[src/rtl/pipelined_shifter_if.sv]
// Request/result handshake bundle for pipelined_shifter: operand, shift
// amount and mode flow in; result and carry-outs flow back with their own handshake.
interface pipelined_shifter_if #(parameter int WIDTH = 32);
   localparam int SHW = $clog2(WIDTH);

   logic [WIDTH-1:0] A;
   logic [SHW-1:0]   SH;
   logic [1:0]       S;
   logic             InValid;
   logic             InReady;
   logic [WIDTH-1:0] AOut;
   logic             LCO;
   logic             RCO;
   logic             OutValid;
   logic             OutReady;

   modport master (
      output A, SH, S, InValid, OutReady,
      input  InReady, AOut, LCO, RCO, OutValid
   );

   modport slave (
      input  A, SH, S, InValid, OutReady,
      output InReady, AOut, LCO, RCO, OutValid
   );
endinterface

[src/rtl/pipelined_shifter.sv]
// Two-stage valid/ready barrel shifter: stage 1 captures the request,
// stage 2 holds the shifted result with its left/right carry-out bits.
module pipelined_shifter #(
   parameter int WIDTH = 32
) (
   input logic                CLK,
   input logic                RST_N,
   pipelined_shifter_if.slave bus
);
   localparam int SHW = $clog2(WIDTH);

   typedef enum logic [1:0] {
      MODE_LSL = 2'b00,
      MODE_LSR = 2'b01,
      MODE_ASR = 2'b10,
      MODE_ROR = 2'b11
   } mode_e;

   logic               valid1_q, valid1_d;
   logic [WIDTH-1:0]   operand1_q, operand1_d;
   logic [SHW-1:0]     amount1_q, amount1_d;
   mode_e              mode1_q, mode1_d;

   logic               valid2_q, valid2_d;
   logic [WIDTH-1:0]   result2_q, result2_d;
   logic               lco2_q, lco2_d;
   logic               rco2_q, rco2_d;

   logic               load1;
   logic               load2;

   logic [WIDTH:0]        leftWide;
   logic [WIDTH:0]        rightWide;
   logic signed [WIDTH:0] arithWide;
   logic [2*WIDTH-1:0]    rotWide;
   logic [WIDTH-1:0]      shiftResult;
   logic                  shiftLco;
   logic                  shiftRco;

   // InReady depends only on pipeline state and OutReady, never on InValid.
   assign load2       = !valid2_q || bus.OutReady;
   assign load1       = !valid1_q || load2;
   assign bus.InReady = load1;

   // One guard bit on the exit side of each shift catches the last bit
   // shifted out; with a zero shift that guard bit stays 0 by construction.
   always_comb begin
      leftWide    = {1'b0, operand1_q} << amount1_q;
      rightWide   = {operand1_q, 1'b0} >> amount1_q;
      arithWide   = $signed({operand1_q, 1'b0}) >>> amount1_q;
      rotWide     = {operand1_q, operand1_q} >> amount1_q;
      shiftResult = operand1_q;
      shiftLco    = 1'b0;
      shiftRco    = 1'b0;
      case (mode1_q)
         MODE_LSL: begin
            shiftResult = leftWide[WIDTH-1:0];
            shiftLco    = leftWide[WIDTH];
         end
         MODE_LSR: begin
            shiftResult = rightWide[WIDTH:1];
            shiftRco    = rightWide[0];
         end
         MODE_ASR: begin
            shiftResult = arithWide[WIDTH:1];
            shiftRco    = arithWide[0];
         end
         MODE_ROR: begin
            shiftResult = rotWide[WIDTH-1:0];
            shiftRco    = rightWide[0];
         end
         default: begin
            shiftResult = operand1_q;
         end
      endcase
   end

   // Carry-outs are masked with the stage-1 valid so an emptied output stage shows zero flags.
   always_comb begin
      valid1_d   = valid1_q;
      operand1_d = operand1_q;
      amount1_d  = amount1_q;
      mode1_d    = mode1_q;
      valid2_d   = valid2_q;
      result2_d  = result2_q;
      lco2_d     = lco2_q;
      rco2_d     = rco2_q;
      if (load1) begin
         valid1_d = bus.InValid;
         if (bus.InValid) begin
            operand1_d = bus.A;
            amount1_d  = bus.SH;
            mode1_d    = mode_e'(bus.S);
         end
      end
      if (load2) begin
         valid2_d  = valid1_q;
         result2_d = shiftResult;
         lco2_d    = shiftLco & valid1_q;
         rco2_d    = shiftRco & valid1_q;
      end
   end

   always_ff @(posedge CLK) begin
      if (!RST_N) begin
         valid1_q   <= 1'b0;
         operand1_q <= '0;
         amount1_q  <= '0;
         mode1_q    <= MODE_LSL;
         valid2_q   <= 1'b0;
         result2_q  <= '0;
         lco2_q     <= 1'b0;
         rco2_q     <= 1'b0;
      end else begin
         valid1_q   <= valid1_d;
         operand1_q <= operand1_d;
         amount1_q  <= amount1_d;
         mode1_q    <= mode1_d;
         valid2_q   <= valid2_d;
         result2_q  <= result2_d;
         lco2_q     <= lco2_d;
         rco2_q     <= rco2_d;
      end
   end

   assign bus.OutValid = valid2_q;
   assign bus.AOut     = result2_q;
   assign bus.LCO      = lco2_q;
   assign bus.RCO      = rco2_q;
endmodule

[src/flat_wrapper.sv]
// flat-port wrapper written by rule: the top's interface ports become plain ports
module pipelined_shifter_flat 
#(
   parameter int WIDTH = 32
)
  (CLK, RST_N, bus_A, bus_SH, bus_S, bus_InValid, bus_OutReady, bus_InReady, bus_AOut, bus_LCO, bus_RCO, bus_OutValid);
  pipelined_shifter_if #(.WIDTH(WIDTH)) bus_i ();
  input logic CLK;
  input logic RST_N;
  input wire logic [$bits(bus_i.A)-1:0] bus_A;
  input wire logic [$bits(bus_i.SH)-1:0] bus_SH;
  input wire logic [$bits(bus_i.S)-1:0] bus_S;
  input wire logic [$bits(bus_i.InValid)-1:0] bus_InValid;
  input wire logic [$bits(bus_i.OutReady)-1:0] bus_OutReady;
  output wire logic [$bits(bus_i.InReady)-1:0] bus_InReady;
  output wire logic [$bits(bus_i.AOut)-1:0] bus_AOut;
  output wire logic [$bits(bus_i.LCO)-1:0] bus_LCO;
  output wire logic [$bits(bus_i.RCO)-1:0] bus_RCO;
  output wire logic [$bits(bus_i.OutValid)-1:0] bus_OutValid;
  assign bus_i.A = bus_A;
  assign bus_i.SH = bus_SH;
  assign bus_i.S = bus_S;
  assign bus_i.InValid = bus_InValid;
  assign bus_i.OutReady = bus_OutReady;
  assign bus_InReady = bus_i.InReady;
  assign bus_AOut = bus_i.AOut;
  assign bus_LCO = bus_i.LCO;
  assign bus_RCO = bus_i.RCO;
  assign bus_OutValid = bus_i.OutValid;
  pipelined_shifter #(.WIDTH(WIDTH)) u_core (.CLK(CLK), .RST_N(RST_N), .bus(bus_i));
endmodule
[config.mk]
export PLATFORM = sky130hd
export DESIGN_NAME = pipelined_shifter_flat
export DESIGN_NICKNAME = d
export VERILOG_FILES = /design/src/rtl/pipelined_shifter_if.sv /design/src/rtl/pipelined_shifter.sv /design/src/flat_wrapper.sv
export SDC_FILE = /design/constraint.sdc
export NUM_CORES = 1
export LEC_CHECK = 0
export CAP_MARGIN = 20
export CORE_ASPECT_RATIO = 1.75
export CORE_MARGIN = 4
export CORE_UTILIZATION = 45
export CTS_CLUSTER_SIZE = 10
export DETAILED_ROUTE_END_ITERATION = 12
export PLACE_DENSITY = 0.68
export RECOVER_POWER = 50
export SKIP_LAST_GASP = 1
export SYNTH_ARGS = -nofsm -noshare
export SYNTH_HDL_FRONTEND = slang
export SYNTH_SLANG_ARGS = --single-unit
[constraint.sdc]
create_clock -name CLK -period 6.63 [get_ports CLK]
set_input_delay 1.989 -clock CLK [delete_from_list [all_inputs] [get_ports CLK]]
set_output_delay 1.989 -clock CLK [all_outputs]
set_load 0.01 [all_outputs]
==> flow_summary.ini <==
[outcome]
status = finished, violations left
violations = capacitance limit, slew limit

[setup_path]
crit_end = bus_InReady
path_class = input port to primary output
reg2reg_slack_ns = 3.06
startpoint = bus_OutReady
endpoint_kind = primary output
r2r_start = u_core.amount1_q[1]
critPathBufInv = 2
critPathSlowestCell = dlygate4sd3_1
crit_family = buffers and inverters
critPathArrivalTime_ns = 3.29
worst-r2r-cell-count = 6
cp.required_ns = 4.64
crit_path_cell_trace = dlygate4sd3_1, nor2b_1, nand2_1, clkdlybuf4s50_1
worst_r2r_endpoint = u_core.bus.AOut[9]
slowest_delay_ns = 0.55
cp-start-kind = input port
critPathMaxFanout = 3
path_depth = 4

[logic_synthesis]
synthesis.area_mm2 = 0.00863
ys_ff_latch = 75
post_synth_inst_count = 1080
syn_area_per_cell_um2 = 7.99
yosys_warnings = 0
ys.flop_type = dfxtp_1
synthArstFlopShare_pct = 0
synth.yosys.seq_area_share_pct = 17.4
ys_types = 72
synth_edf_count = 0
synth_fp_nets = 1123

[clock_network]
cts-htree-levels = 3
cts.hold.buffers_added = 0
clockBufferDepth = 2
clk_latency_ns = 0.37
root_buffer = clkbuf_16
cts_tree = yes
cts_resized = 0
cts-buffers-inserted = 9
cts_setup_buffers = 0
cts.sink_count = 75
clk_pin_slew_ns = 0.07

[floorplanning]
initial_core_util_pct = 46.0
dieArea_mm2 = 0.0215
chipHeight_um = 191
io_pins = 79
fp.dieW_um = 113
core_mm2 = 0.0187
rows = 66

[power_and_ir_drop]
power_density_mw_per_mm2 = 178
p_leak_nw = 3.29
ir_drop_uv = 144

[timing]
fin_crit_sh_pct = 79.6
rsz0062_at_grt = false
tightest_slew_ns = 1.61
setup-violations-final = 0
hold_viol = 0
period_needed_ns = 5.28
max_freq_mhz = 189
drv_slew = 40
fin_setup_tns_ns = 0
skew_ns = 0.0152
relSlewSlack_pct = -7.50

[finish]
diodes = 0
finish.net_count = 1107
final_common_cell = nand2_1
final_cell_area_mm2 = 0.00959
area_growth_pct = 11.1
mostFrequentLayoutCells = nand2_1 (155), mux2i_1 (99), dfxtp_1 (71)
drive_above_1_share_pct = 15.1

[route]
vias = 9387
ant_nets = 0
drt-pass1-iter-count = 5
vias_per_cell = 7.18
drt_iter0_drc = 1058
drc = 0
wirelength_um = 40000
routedWlPerCell_um = 30.6

[global_routing]
grt_max_degree = 65
grt_remaining_overflow = 0
antenna_found_initial = 1
grt_pass1_wl_um = 59100
grt_use_total_pct = 36.6
first_global_vias = 8983

[placed_design]
hpwl_um = 30000
place_congestion = 1.04
place_area_mm2 = 0.00928
io_buffer_count = 78

[hold_path]
hold_path.class = flip-flop to flip-flop

[flow_run]
maxCapViolCount = 1
## worst min-delay path by stage
stage	start	to	slack, ns	cells after the start
detailed placement	u_core.bus.AOut[8]	u_core.bus.AOut[8]	0.47	2
floorplan	u_core.bus.LCO	u_core.bus.LCO	0.48	2
finish	u_core.bus.AOut[8]	u_core.bus.AOut[8]	0.47	2
CTS	u_core.bus.AOut[8]	u_core.bus.AOut[8]	0.48	2
global route	u_core.bus.AOut[8]	u_core.bus.AOut[8]	0.48	2
global placement	u_core.bus.LCO	u_core.bus.LCO	0.45	2
## layout make-up
class / count / area (µm²)
Clock buffer: 10 / 229
Inverter: 6 / 22.5
Tap cell: 238 / 298
Timing Repair Buffer: 100 / 933
Multi-Input combinational cell: 872 / 6500
Sequential cell: 75 / 1510
Clock inverter: 6 / 90.1
Fill cell: 1865 / 9150
## cells in the mapped netlist, types with 8 or more instances
cell type | instances | area share (%)
a211oi_1 | 10 | 0.87
a21boi_0 | 39 | 3.4
a21oi_1 | 51 | 3.0
a221oi_1 | 10 | 1.0
a22o_1 | 9 | 0.91
a22oi_1 | 13 | 1.1
a31oi_1 | 17 | 1.2
and2_1 | 11 | 0.80
buf_2 | 25 | 1.4
buf_4 | 12 | 1.0
clkbuf_1 | 79 | 3.4
dfxtp_1 | 75 | 17
mux2_2 | 53 | 6.9
mux2i_1 | 99 | 11
mux4_2 | 41 | 11
nand2_1 | 155 | 6.7
nand2b_1 | 16 | 1.2
nand3_1 | 17 | 0.99
nor2_1 | 66 | 2.9
nor2b_1 | 12 | 0.87
nor3_1 | 26 | 1.5
o211ai_1 | 15 | 1.3
o21ai_0 | 59 | 3.4
o221ai_1 | 14 | 1.4
o22ai_1 | 26 | 1.9
o31ai_1 | 8 | 0.70
## kinds of logic (layout without fill, tap and decap cells)
group | Yosys count | count (layout) | synth area share [%]
AND/OR/NAND/NOR | 328 | 328 | 16.9
flip-flops | 75 | 75 | 17.4
multiplexers | 198 | 198 | 30.1
AO/OA/AOI/OAI | 346 | 346 | 28.3
buffers and inverters | 133 | 122 | 7.31
## metal layers
metal / GRT usage (%) / wire length, µm / vias to the layer above
met5: 0 / 0 / -
met4: 30.1 / 4080 / 0
met3: 7.76 / 3600 / 202
met2: 59.2 / 18700 / 619
met1: 40.9 / 13600 / 4480
li1: - / - / 4086
## report_power, final
| part | internal, W | switching [W] | total [W] |
|---|---|---|---|
| Sequential | 0.000482 | 0.0000751 | 0.000557 |
| Combinational | 0.000246 | 0.000360 | 0.000606 |
| Clock | 0.000330 | 0.000218 | 0.000548 |
## metrics by stage
stage / setup slack (ns) / power, W / hold slack, ns / utilization (%) / instances
floorplan: 2.17 / 0.000923 / 0.481 / - / 1080
global placement: 1.45 / 0.00115 / 0.455 / 49.5 / 1291
detailed placement: 1.47 / 0.00115 / 0.467 / 49.5 / 1291
CTS: 1.47 / 0.00170 / 0.477 / 51.2 / 1307
global route: 1.29 / 0.00176 / 0.480 / 51.2 / 1307
finish: 1.35 / 0.00171 / 0.468 / 51.2 / 1307
## registers in the layout, summed over array words and instances, names as in the netlist
register and count:
u_core.mode1_q 2, u_core.amount1_q 5, u_core.valid1_q 1, u_core.operand1_q 32
u_core.bus.OutValid 1, u_core.bus.RCO 1, u_core.bus.AOut 32, u_core.bus.LCO 1
## worst min-delay path, cell delays in order (launching register included)
cell and delay (ns):
dfxtp_1 0.31, nand3_1 0.06, o31ai_1 0.06
(Power assumes the default switching activity.)
